### src/rtl/confreg_sram.sv
// Memory-mapped confreg responder: timer + compare interrupt, LED/scratch registers, console TX FIFO.
// Optional commit-trace registers at 0x1C/0x20 are built when CONFREG_TRACE_EN is defined.
module confreg_sram #(
   parameter logic [15:0] BASE_HI    = 16'hBFAF,
   parameter int unsigned FIFO_DEPTH = 8
) (
   input  logic        clk,
   input  logic        rst,
   input  logic        en,
   input  logic [3:0]  sel,
   input  logic [31:0] addr,
   input  logic [31:0] wdata,
   output logic [31:0] rdata,
   output logic        timer_int,
   output logic [15:0] led,
   output logic [7:0]  tx_data,
   output logic        tx_valid,
   input  logic        tx_ready
`ifdef CONFREG_TRACE_EN
   ,
   input  logic [31:0] debug_wb_pc,
   input  logic [0:0]  debug_wb_rf_wen
`endif
);

   localparam int unsigned PW = $clog2(FIFO_DEPTH);
   localparam int unsigned CW = PW + 1;

   localparam logic [5:0] IDX_CNT     = 6'h00;
   localparam logic [5:0] IDX_CMP     = 6'h01;
   localparam logic [5:0] IDX_CTRL    = 6'h02;
   localparam logic [5:0] IDX_STATUS  = 6'h03;
   localparam logic [5:0] IDX_TXDATA  = 6'h04;
   localparam logic [5:0] IDX_LED     = 6'h05;
   localparam logic [5:0] IDX_SCRATCH = 6'h06;
`ifdef CONFREG_TRACE_EN
   localparam logic [5:0] IDX_TPC     = 6'h07;
   localparam logic [5:0] IDX_TCNT    = 6'h08;
`endif

   // Byte-enable merge of new data over an existing register value
   function automatic logic [31:0] merge_be(input logic [31:0] old_v,
                                            input logic [31:0] new_v,
                                            input logic [3:0]  be);
      logic [31:0] res;
      res = old_v;
      for (int b = 0; b < 4; b++) begin
         if (be[b]) res[8*b +: 8] = new_v[8*b +: 8];
      end
      return res;
   endfunction

   logic [31:0] cnt_q, cnt_d;
   logic [31:0] cmp_q, cmp_d;
   logic [1:0]  ctrl_q, ctrl_d;
   logic        pend_q, pend_d;
   logic        ovf_q, ovf_d;
   logic [15:0] led_q, led_d;
   logic [31:0] scratch_q, scratch_d;
   logic [31:0] rdata_q, rdata_d;
   logic        timer_int_q, timer_int_d;
   logic [7:0]  mem_q [FIFO_DEPTH];
   logic [7:0]  mem_d [FIFO_DEPTH];
   logic [PW-1:0] wptr_q, wptr_d;
   logic [PW-1:0] rptr_q, rptr_d;
   logic [CW-1:0] count_q, count_d;
   logic [7:0]  tx_data_q, tx_data_d;
   logic        tx_valid_q, tx_valid_d;
`ifdef CONFREG_TRACE_EN
   logic [31:0] trace_pc_q, trace_pc_d;
   logic [31:0] trace_cnt_q, trace_cnt_d;
`endif

   logic        hit, wr, rd_any;
   logic [5:0]  idx;
   logic        full, empty, push_req, push_acc, pop;
   logic [31:0] status;
   logic [31:0] rmux;
   logic        unused_addr_c;

   assign unused_addr_c = ^{addr[15:8], addr[1:0]};

   always_comb begin
      cnt_d       = cnt_q;
      cmp_d       = cmp_q;
      ctrl_d      = ctrl_q;
      pend_d      = pend_q;
      ovf_d       = ovf_q;
      led_d       = led_q;
      scratch_d   = scratch_q;
      rdata_d     = rdata_q;
      mem_d       = mem_q;
      wptr_d      = wptr_q;
      rptr_d      = rptr_q;
      count_d     = count_q;
      tx_data_d   = tx_data_q;
      tx_valid_d  = tx_valid_q;
      timer_int_d = pend_q & ctrl_q[1];
`ifdef CONFREG_TRACE_EN
      trace_pc_d  = trace_pc_q;
      trace_cnt_d = trace_cnt_q;
`endif

      hit    = en && (addr[31:16] == BASE_HI);
      wr     = hit && (sel != 4'b0000);
      rd_any = en && (sel == 4'b0000);
      idx    = addr[7:2];

      full   = (count_q == CW'(FIFO_DEPTH));
      empty  = (count_q == '0);
      status = {16'h0000, 8'(count_q), 4'h0, ovf_q, empty, full, pend_q};

      // A CNT write takes precedence; unwritten bytes hold rather than increment
      if (wr && idx == IDX_CNT) cnt_d = merge_be(cnt_q, wdata, sel);
      else if (ctrl_q[0])      cnt_d = cnt_q + 32'd1;

      if (wr && idx == IDX_CMP)                cmp_d     = merge_be(cmp_q, wdata, sel);
      if (wr && idx == IDX_CTRL && sel[0])     ctrl_d    = wdata[1:0];
      if (wr && idx == IDX_SCRATCH)            scratch_d = merge_be(scratch_q, wdata, sel);
      if (wr && idx == IDX_LED) begin
         if (sel[0]) led_d[7:0]  = wdata[7:0];
         if (sel[1]) led_d[15:8] = wdata[15:8];
      end

      // W1C first so a same-cycle set wins
      if (wr && idx == IDX_STATUS && sel[0] && wdata[0]) pend_d = 1'b0;
      if (wr && idx == IDX_STATUS && sel[0] && wdata[3]) ovf_d  = 1'b0;
      if (ctrl_q[0] && (cnt_q == cmp_q))                  pend_d = 1'b1;

      pop      = tx_valid_q && tx_ready;
      push_req = wr && (idx == IDX_TXDATA) && sel[0];
      push_acc = push_req && (!full || pop);
      if (push_req && full && !pop) ovf_d = 1'b1;

      if (push_acc) begin
         mem_d[wptr_q] = wdata[7:0];
         wptr_d        = wptr_q + PW'(1);
      end
      if (pop) rptr_d = rptr_q + PW'(1);
      count_d = count_q + (push_acc ? CW'(1) : CW'(0)) - (pop ? CW'(1) : CW'(0));

      // Head byte is registered; bypass the incoming byte when it lands at the new head
      tx_data_d  = (push_acc && (wptr_q == rptr_d)) ? wdata[7:0] : mem_q[rptr_d];
      tx_valid_d = (count_d != '0);

`ifdef CONFREG_TRACE_EN
      if (debug_wb_rf_wen[0]) begin
         trace_pc_d  = debug_wb_pc;
         trace_cnt_d = trace_cnt_q + 32'd1;
      end
`endif

      case (idx)
         IDX_CNT:     rmux = cnt_q;
         IDX_CMP:     rmux = cmp_q;
         IDX_CTRL:    rmux = {30'd0, ctrl_q};
         IDX_STATUS:  rmux = status;
         IDX_TXDATA:  rmux = 32'(count_q);
         IDX_LED:     rmux = {16'h0000, led_q};
         IDX_SCRATCH: rmux = scratch_q;
`ifdef CONFREG_TRACE_EN
         IDX_TPC:     rmux = trace_pc_q;
         IDX_TCNT:    rmux = trace_cnt_q;
`endif
         default:     rmux = 32'd0;
      endcase

      if (rd_any) rdata_d = hit ? rmux : 32'd0;
   end

   always_ff @(posedge clk or posedge rst) begin
      if (rst) begin
         cnt_q       <= '0;
         cmp_q       <= '0;
         ctrl_q      <= '0;
         pend_q      <= 1'b0;
         ovf_q       <= 1'b0;
         led_q       <= '0;
         scratch_q   <= '0;
         rdata_q     <= '0;
         timer_int_q <= 1'b0;
         for (int i = 0; i < int'(FIFO_DEPTH); i++) mem_q[i] <= '0;
         wptr_q      <= '0;
         rptr_q      <= '0;
         count_q     <= '0;
         tx_data_q   <= '0;
         tx_valid_q  <= 1'b0;
`ifdef CONFREG_TRACE_EN
         trace_pc_q  <= '0;
         trace_cnt_q <= '0;
`endif
      end else begin
         cnt_q       <= cnt_d;
         cmp_q       <= cmp_d;
         ctrl_q      <= ctrl_d;
         pend_q      <= pend_d;
         ovf_q       <= ovf_d;
         led_q       <= led_d;
         scratch_q   <= scratch_d;
         rdata_q     <= rdata_d;
         timer_int_q <= timer_int_d;
         mem_q       <= mem_d;
         wptr_q      <= wptr_d;
         rptr_q      <= rptr_d;
         count_q     <= count_d;
         tx_data_q   <= tx_data_d;
         tx_valid_q  <= tx_valid_d;
`ifdef CONFREG_TRACE_EN
         trace_pc_q  <= trace_pc_d;
         trace_cnt_q <= trace_cnt_d;
`endif
      end
   end

   assign rdata     = rdata_q;
   assign timer_int = timer_int_q;
   assign led       = led_q;
   assign tx_data   = tx_data_q;
   assign tx_valid  = tx_valid_q;

endmodule

### config.mk
export PLATFORM = sky130hd
export DESIGN_NAME = confreg_sram
export DESIGN_NICKNAME = d
export VERILOG_FILES = /design/src/rtl/confreg_sram.sv
export SDC_FILE = /design/constraint.sdc
export NUM_CORES = 1
export LEC_CHECK = 0
export ABC_AREA = 1
export CAP_MARGIN = 20
export CORE_ASPECT_RATIO = 1.1
export CORE_UTILIZATION = 45
export CTS_CLUSTER_DIAMETER = 50
export DETAILED_ROUTE_END_ITERATION = 8
export PLACE_DENSITY = 0.75
export SLEW_MARGIN = 20
export SYNTH_ARGS = -nofsm -noshare
export SYNTH_HDL_FRONTEND = slang
export SYNTH_SLANG_ARGS = --single-unit
export TNS_END_PERCENT = 1
### constraint.sdc
create_clock -name clk -period 9 [get_ports clk]
set_input_delay 0.9 -clock clk [delete_from_list [all_inputs] [get_ports clk]]
set_output_delay 0.9 -clock clk [all_outputs]
set_load 0.01 [all_outputs]
# Word-level counts from Yosys, hierarchy flattened
# Index checks and enable logic that the tools add are counted.
word_totals:
  memories: 0
  output_inout_bits: 58
  latch_bits: 0
  ff_bits: 232
  elab_cells: 126
  ramBits: 0
  rom_bits: 0
  in_bits: 72
op_classes:
  bitwise: 3
  add_sub_neg: 5
  multipliers: 0
  muxes: 22
  eq_ne: 14
  div_mod_pow: 0
  n_shift: 0
  order_cmp: 3
  reduce_logical: 47
ops:
  columns: ["operator", "n"]
  rows:
  - ["$pmux W32 S7", 1]
  - ["$mux W32", 3]
  - ["$bwmux W64", 1]
  - ["$mux W8", 8]
  - ["$add A32 B1 Y32 const B", 1]
  - ["$eq A32 B32 Y1", 1]
  - ["$reduce_and A2 Y1", 14]
  - ["$bmux W8 S3", 1]
  - ["$demux W8 S3", 1]
  - ["$logic_and A1 B1 Y1", 22]
  - ["$eq A6 B3 Y1 const B", 3]
  - ["$eq A16 B16 Y1 const B", 1]
  - ["$eq A6 B2 Y1 const B", 2]
  - ["$ge A4 B4 Y1 const B", 2]
  - ["$logic_not A4 Y1", 2]
  - ["$ne A2 B2 Y1 const B", 4]
  - ["$not A3 Y4", 2]
  - ["$reduce_bool A4 Y1", 2]
  - ["$add A3 B1 Y3 const B", 2]
  - ["$eq A6 B1 Y1 const B", 1]
  - ["$logic_not A6 Y1", 1]
  - ["$mux W1", 6]
  - ["$reduce_bool A2 Y1", 3]
  - ["$add A4 B1 Y4", 1]
  - ["8 further kinds", 9]

# Longest topological paths before layout
depth:
  depth_word: 10
  ltp_mapped: 16
  mapped_depth_nobuf: 16

# Worst setup path before layout
# No wires, ideal clock.
synth_timing:
  path_type: "input-to-reg"
  startpoint: "input addr[20]"
  endpoint: "register tx_valid_q, in the netlist tx_valid"
  arrival_ns: 3.022
  required_time_ns: 8.881
  path_buffers: 0
  slack_ns: 5.859
  setup_time_ns: 0.119
  path_stages: 15
  cell_sequence: "inv_1 nand2_1 nor2_1 nand2_1 nor2_2 nand2_1 nor3_1 nand2_1 ha_1 inv_1 ha_1 fa_1 xor2_1 nor2_1 nand2_1"
synth_between:
  elab_chain_len: 10
synth_rtl:
  columns: ["element", "line", "text"]
  rows:
  - ["start: declaration", "11", "input logic [31:0] addr,"]
  - ["$eq A16 B16 Y1", "104", "hit = en && (addr[31:16] == BASE_HI);"]
  - ["$logic_and A1 B1 Y1", "104", null]
  - ["$logic_and A1 B1 Y1", "105", "wr = hit && (sel != 4'b0000);"]
  - ["$logic_and A1 B1 Y1 (2 in series)", "131", "push_req = wr && (idx == IDX_TXDATA) && sel[0];"]
  - ["$logic_and A1 B1 Y1", "132", "push_acc = push_req && (!full || pop);"]
  - ["$mux W1", "140", "count_d = count_q + (push_acc ? CW'(1) : CW'(0)) - (pop ? CW'(1) : CW'(0));"]
  - ["$add A4 B1 Y4", "140", null]
  - ["$sub A4 B1 Y4", "140", null]
  - ["named net count_d[2]", "66", "logic [CW-1:0] count_q, count_d;"]
  - ["$reduce_bool A4 Y1", "144", "tx_valid_d = (count_d != '0);"]
  - ["named net tx_valid_d", "68", "logic tx_valid_q, tx_valid_d;"]
  - ["end signal: assignment", "207", "tx_valid_q <= tx_valid_d;"]
  - ["end: declaration", "68", null]
# The timed path passes the listed nets, and every way through them passes these cells.
# A chain may end at the register's enable or synchronous reset.

# Worst setup path after layout
layout_timing:
  startpoint: "input addr[7]"
  endpoint: "register tx_valid_q, in the netlist tx_valid"
layout_between:
  elab_chain_len: 8
layout_rtl:
  columns: ["element", "line"]
  rows:
  - ["$eq A6 B3 Y1", "131"]
  - ["$logic_and A1 B1 Y1 (2 in series)", "131"]
  - ["$logic_and A1 B1 Y1", "132"]
  - ["$mux W1", "140"]
  - ["$add A4 B1 Y4", "140"]
  - ["$sub A4 B1 Y4", "140"]
  - ["named net count_d[2]", "66"]
  - ["$reduce_bool A4 Y1", "144"]
  - ["named net tx_valid_d", "68"]
# The timed path passes the listed nets, and every way through them passes these cells.

==> impl_metrics.tcl <==
set metrics [dict create \
    path_class "input port to flop" \
    cts_buffer_depth 3 \
    nets 1892 \
    ys_seq_area_frac 0.462 \
    final.period_utilization 0.417 \
    critPathArrivalTime_ns 4.19 \
    finalWorstSetupSlack_ns 5.25 \
    via_per_inst 5.44 \
    max-slew-margin-rel 0.346 \
    maxCapViolCount 0 \
    fp.dieW_um 161 \
    reg2reg_from "tx_valid$_DFF_PP0_" \
    final_util 0.546 \
    hold_violations 0 \
    postRouteAntennaNets 0 \
    crit_start "addr[7]" \
    h-tree-depth 1 \
    p_clk_frac 0.432 \
    area_growth_pct 18.1 \
    drcViolationCount 0 \
    io_pins 130 \
    wl_per_cell_um 17.1 \
    combPwrFrac 0.156 \
    finalSetupViolations 0 \
    swShare 0.287 \
    power_frac_seq 0.412 \
    slew_viol_final 0 \
    design.core.area_um2 27200 \
    p_leak_nw 7.14 \
    drive_gt1_frac 0.0475 \
    die_area_um2 28600 \
    cts_resized 0 \
    synth.avg_cell_area_um2 7.28 \
    ys_types 31 \
    gp_congestion 0.985 \
    wl_um 37500 \
    synth_cells 1726 \
    regArea_um2 5810 \
    cts_buffers 28 \
    syn_area_um2 12600 \
    dpl.hpwl_um 26500 \
    status "finished, final reports clean" \
    synth_top_area_frac 0.462 \
    rows 63 \
    finClkSkew_ns 0.0208 \
    grt_max_degree 90 \
    fillCellCount 2606 \
    crit_fanout 4 \
    tightest_slew_ns 0.982 \
    synth-seq-cells 232 \
    antenna_found_initial 1 \
    synth_area_leader_cell "dfrtp_1" \
    synth_area_leaders "dfrtp_1 (46%), nand2_1 (21%), o21ai_0 (6.9%), nand4_1 (4.0%), inv_1 (3.8%)" \
    cts.sinks 232 \
    power_density_nw_per_um2 178 \
    setup_tns_ns 0 \
    max_freq_ghz 0.267 \
    grt_pass1_vias 11300 \
    mostFrequentLayoutCells "nand2_1 (703), dfrtp_1 (232), o21ai_0 (174)" \
    crit_required_ns 9.44 \
    rsz0062_at_grt "no" \
    grt_pass1_wl_um 59700 \
    ir_drop_uv 126 \
    yosys_warnings 0 \
    via_count 11900 \
    grt_usage 0.264 \
    io_buffers 119 \
    min_path_type "flop to flop" \
    initial_utilization 0.462 \
    end_kind "flop" \
    drtPass1Iterations 8 \
    syn_nets 1808 \
    postCtsSetupBuffers 0 \
    p_int_mw 1.89 \
    grt-ovfl-total 0 \
    hold_start "mem_q[20]$_DFFE_PP0P_" \
    switchingPower_mw 0.759 \
    final_common_cell "nand2_1" \
    clk_pin_slew_ns 0.06 \
    period_minus_slack_ns 3.75 \
    die-height_um 177 \
    drt_iter0_markers 1104 \
    postCtsHoldBufs 0 \
    multi_input_area_um2 5870 \
    insertion_delay_ns 0.55 \
    fin_total_pwr_mw 2.65 \
    cts_tree "yes" \
    cts_root_buffer "clkbuf_16" \
    crit_path_start_kind "input port" \
    dpl_worst_slack_ns 4.74 \
]
==> flip-flops by register name, indices dropped and copies added (netlist names) <==
register	count
tx_data	8
rptr_q	3
tx_valid	1
cnt_q	32
count_q	4
mem_q	64
wptr_q	3
rdata	32
scratch_q	32
led	16
timer_int	1
pend_q	1
ovf_q	1
ctrl_q	2
cmp_q	32
==> power by group through the flow <==
stage	combinational (mW)	clock [mW]	sequential [mW]
2_1_floorplan	0.260	0	1.11
6_report	0.413	1.14	1.09
5_1_grt	0.461	1.20	1.09
4_1_cts	0.409	1.16	1.09
3_3_place_gp	0.398	0	1.11
3_5_place_dp	0.407	0	1.11
==> synth_stat cells <==
library cell    n
buf_4           2
nand2_1       703
dfrtp_1       232
o22ai_1        13
nand4_1        81
nor3_4          1
buf_2          27
nand3_1        92
nand3b_1       10
nor2_1         98
nand2_2         6
inv_1         126
o21ai_0       174
nor2_2         12
clkbuf_8        7
xor2_1         19
nand3_2         3
nor3b_1         1
nor3_1          3
o21ai_1         3
or2_2           1
clkbuf_2        7
clkbuf_1       31
a22oi_1        14
clkinv_1        5
fa_1            1
buf_6           1
ha_1            9
xnor2_1         8
a21oi_1        35
nor2_4          1
==> worst max-delay path, stage by stage <==
cell	delay, ns
clkdlybuf4s50_1	0.40
nor2_1	0.35
nand3_1	0.17
nor2_1	0.38
inv_1	0.12
nor3_1	0.48
nand2_1	0.12
ha_1	0.30
inv_1	0.04
ha_1	0.19
fa_1	0.38
xor2_1	0.19
nor2_1	0.12
nand2_1	0.05
==> layer usage <==
| layer | wire [um] | global-route usage | share of wire |
|---|---|---|---|
| met1 | 16100 | 0.357 | 0.43 |
| met5 | 0 | 0 | 0 |
| met3 | 2140 | 0.0257 | 0.057 |
| met4 | 1400 | 0.104 | 0.037 |
| met2 | 17800 | 0.438 | 0.48 |
==> metrics by stage <==
stage / cell area [um^2] / hold slack, ns / cells
3_3_place_gp: 13900 / 0.448 / 2137
2_1_floorplan: 12600 / 0.437 / 1726
3_5_place_dp: 13900 / 0.453 / 2137
4_1_cts: 14800 / 0.468 / 2189
6_report: 14900 / 0.464 / 2190
5_1_grt: 14900 / 0.483 / 2190
==> layout make-up <==
type / instances / area share
inverters: 131 / 0.0336
clock inverters: 17 / 0.0122
flip-flops and latches: 232 / 0.391
diodes: 1 / 0.000168
multi-input cells: 1288 / 0.395
clock buffers: 35 / 0.0523
repair buffers: 129 / 0.0853
well taps: 357 / 0.0301
==> cells by family after synthesis <==
family                   count (synthesis)  synth area share
adder cells (fa/ha/maj)                 10            0.0106
XOR/XNOR                                27            0.0188
buffers and inverters                  206            0.0717
AO/OA/AOI/OAI                          239            0.0992
AND/OR/NAND/NOR                       1012             0.338
flip-flops                             232             0.462
==> final timing paths <==
| path | depth (start not counted) | end | slack, ns |
|---|---|---|---|
| worst max-delay path | 14 | tx_valid$_DFF_PP0_ | 5.25 |
| worst min-delay path | 2 | mem_q[20]$_DFFE_PP0P_ | 0.46 |
| worst max register to register | 13 | tx_data[7]$_DFF_PP0_ | 6.39 |
| worst min register to register | 2 | mem_q[20]$_DFFE_PP0P_ | 0.46 |
| max in group asynchronous | 3 | cnt_q[18]$_DFFE_PP0P_ | 6.71 |
| min in group asynchronous | 2 | led[10]$_DFFE_PP0P_ | 0.84 |
(Power assumes the default switching activity.)
==> patch: new RTL, same settings <==
Take the reset off `rdata_q` and `tx_data_q` and load them in a clocked block of their own.
--- a/src/rtl/confreg_sram.sv
+++ b/src/rtl/confreg_sram.sv
@@ -177,13 +177,11 @@
          ovf_q       <= 1'b0;
          led_q       <= '0;
          scratch_q   <= '0;
-         rdata_q     <= '0;
          timer_int_q <= 1'b0;
          for (int i = 0; i < int'(FIFO_DEPTH); i++) mem_q[i] <= '0;
          wptr_q      <= '0;
          rptr_q      <= '0;
          count_q     <= '0;
-         tx_data_q   <= '0;
          tx_valid_q  <= 1'b0;
 `ifdef CONFREG_TRACE_EN
          trace_pc_q  <= '0;
@@ -197,19 +195,22 @@
          ovf_q       <= ovf_d;
          led_q       <= led_d;
          scratch_q   <= scratch_d;
-         rdata_q     <= rdata_d;
          timer_int_q <= timer_int_d;
          mem_q       <= mem_d;
          wptr_q      <= wptr_d;
          rptr_q      <= rptr_d;
          count_q     <= count_d;
-         tx_data_q   <= tx_data_d;
          tx_valid_q  <= tx_valid_d;
 `ifdef CONFREG_TRACE_EN
          trace_pc_q  <= trace_pc_d;
          trace_cnt_q <= trace_cnt_d;
 `endif
       end
+   end
+
+   always_ff @(posedge clk) begin
+      rdata_q   <= rdata_d;
+      tx_data_q <= tx_data_d;
    end
 
    assign rdata     = rdata_q;
Formal check against the unedited RTL: not equivalent (a bounded check fails within 4 cycles, from zero or initial values and one cycle with rst high).
==> patch against the unedited design <==
Power up 3.7%; area after synthesis down 0.96%; worst setup slack improved by 0.046 ns; cell area is 0.31% lower; sequential cell count unchanged; via count shrank 3.2%; wire length fell by 4.8%; register-to-register slack got worse by 0.51 ns; clock skew down 0.0059 ns; critical path type unchanged; critical endpoint unchanged; largest power group unchanged; highest routed layer unchanged.
==> patch: results <==
metrics = {
    "drt": {
        "first_iter_violations": 1130,
        "dr.pass1.iters": 6,
        "vias": 11500,
        "routed_wl_um": 35700,
    },
    "critical_path": {
        "rr_startpoint": "count_q[2]",
        "crit_path_top_delay_cell": "clkdlybuf4s50_1",
        "ff2ff_setup_slack_ns": 5.88,
        "rr_worst_depth": 14,
        "r2r_end": "tx_valid",
        "cp_max_fo": 5,
    },
    "placement": {
        "gp_congestion": 0.988,
        "dp_hpwl_um": 24600,
    },
    "grt": {
        "grt_pass1_vias": 11200,
        "grt_max_degree": 130,
        "grt_use_total": 0.258,
        "grt_pass1_wl_um": 58800,
    },
    "synth": {
        "synth_edf_count": 32,
        "syn_nets": 1708,
        "avgSynthCellArea_um2": 7.66,
        "synthTopCellsByCount": "633 x nand2_1, 192 x dfrtp_1, 126 x o21ai_0",
        "ys_seq_area_frac": 0.476,
        "synth_cell_types": 43,
    },
    "outcome": {
        "status": "finished, final reports clean",
    },
    "timing": {
        "max_slew_margin": 0.271,
        "fin_skew_ns": 0.0149,
        "whs_ns": 0.466,
    },
    "power": {
        "p_leak_nw": 6.75,
        "ir_worst_vdd_v": 0.000140,
    },
    "final_layout": {
        "n_antenna_cell": 0,
        "drive_gt1_frac": 0.0555,
    },
    "min_path": {
        "holdPathEnd": "mem_q[16]",
    },
}
patch: worst max-delay path by stage:
stage	from	end	slack [ns]	depth (start not counted)
floorplan	rst	cmp_q[0]	2.87	1
global placement	en	tx_valid	4.79	15
detailed placement	en	tx_valid	4.72	15
CTS	en	tx_valid	5.30	15
global route	en	tx_valid	5.09	15
finish	en	tx_valid	5.29	15
patch: stage by stage:
| stage | utilization | cell area (um^2) |
|---|---|---|
| after global routing | 0.548 | 14800 |
| after global placement | 0.509 | 13800 |
| final | 0.548 | 14800 |
| after floorplan | - | 12500 |
| after CTS | 0.548 | 14800 |
| after detailed placement | 0.509 | 13800 |
patch: kinds of logic after synthesis:
family	synth area share
AOI/OAI and AO/OA	0.102
DFF	0.476
adders and majority gates	0.0107
buffers and inverters	0.0718
xor gates and xnor gates	0.0211
and+or+nand+nor	0.319
patch: area by class of cell:
| type | instances | area, um^2 |
|---|---|---|
| multi-input cells | 1190 | 5640 |
| inverters | 128 | 493 |
| flip-flops and latches | 232 | 5930 |
| fillers | 2500 | 12200 |
| well taps | 357 | 447 |
| clock inverters | 12 | 170 |
| clock buffers | 40 | 880 |
| repair buffers | 127 | 1250 |
patch: layer usage:
layer / up-vias / wire [um] / global-route usage
met5: - / 0 / 0
met4: 0 / 993 / 0.0810
met3: 83 / 2230 / 0.0298
met2: 427 / 17500 / 0.443
met1: 5506 / 14900 / 0.341
li1: 5509 / - / -
patch: worst reg2reg max path, cell delays in order, from the launching register on:
cell	delay, ns
dfrtp_1	0.37
inv_1	0.10
ha_1	0.20
nand2_1	0.12
nor2_1	0.08
inv_2	0.05
buf_4	0.66
nand2_1	0.13
ha_1	0.31
inv_1	0.04
ha_1	0.20
fa_1	0.39
xor2_1	0.18
nor2_1	0.11
nand2_1	0.06
patch: power by group through the flow:
| stage | combinational (mW) | clock [mW] | sequential, mW |
|---|---|---|---|
| 2_1_floorplan | 0.260 | 0 | 1.13 |
| 3_3_place_gp | 0.401 | 0 | 1.13 |
| 3_5_place_dp | 0.407 | 0 | 1.13 |
| 4_1_cts | 0.409 | 1.24 | 1.11 |
| 5_1_grt | 0.460 | 1.29 | 1.11 |
| 6_report | 0.410 | 1.23 | 1.11 |
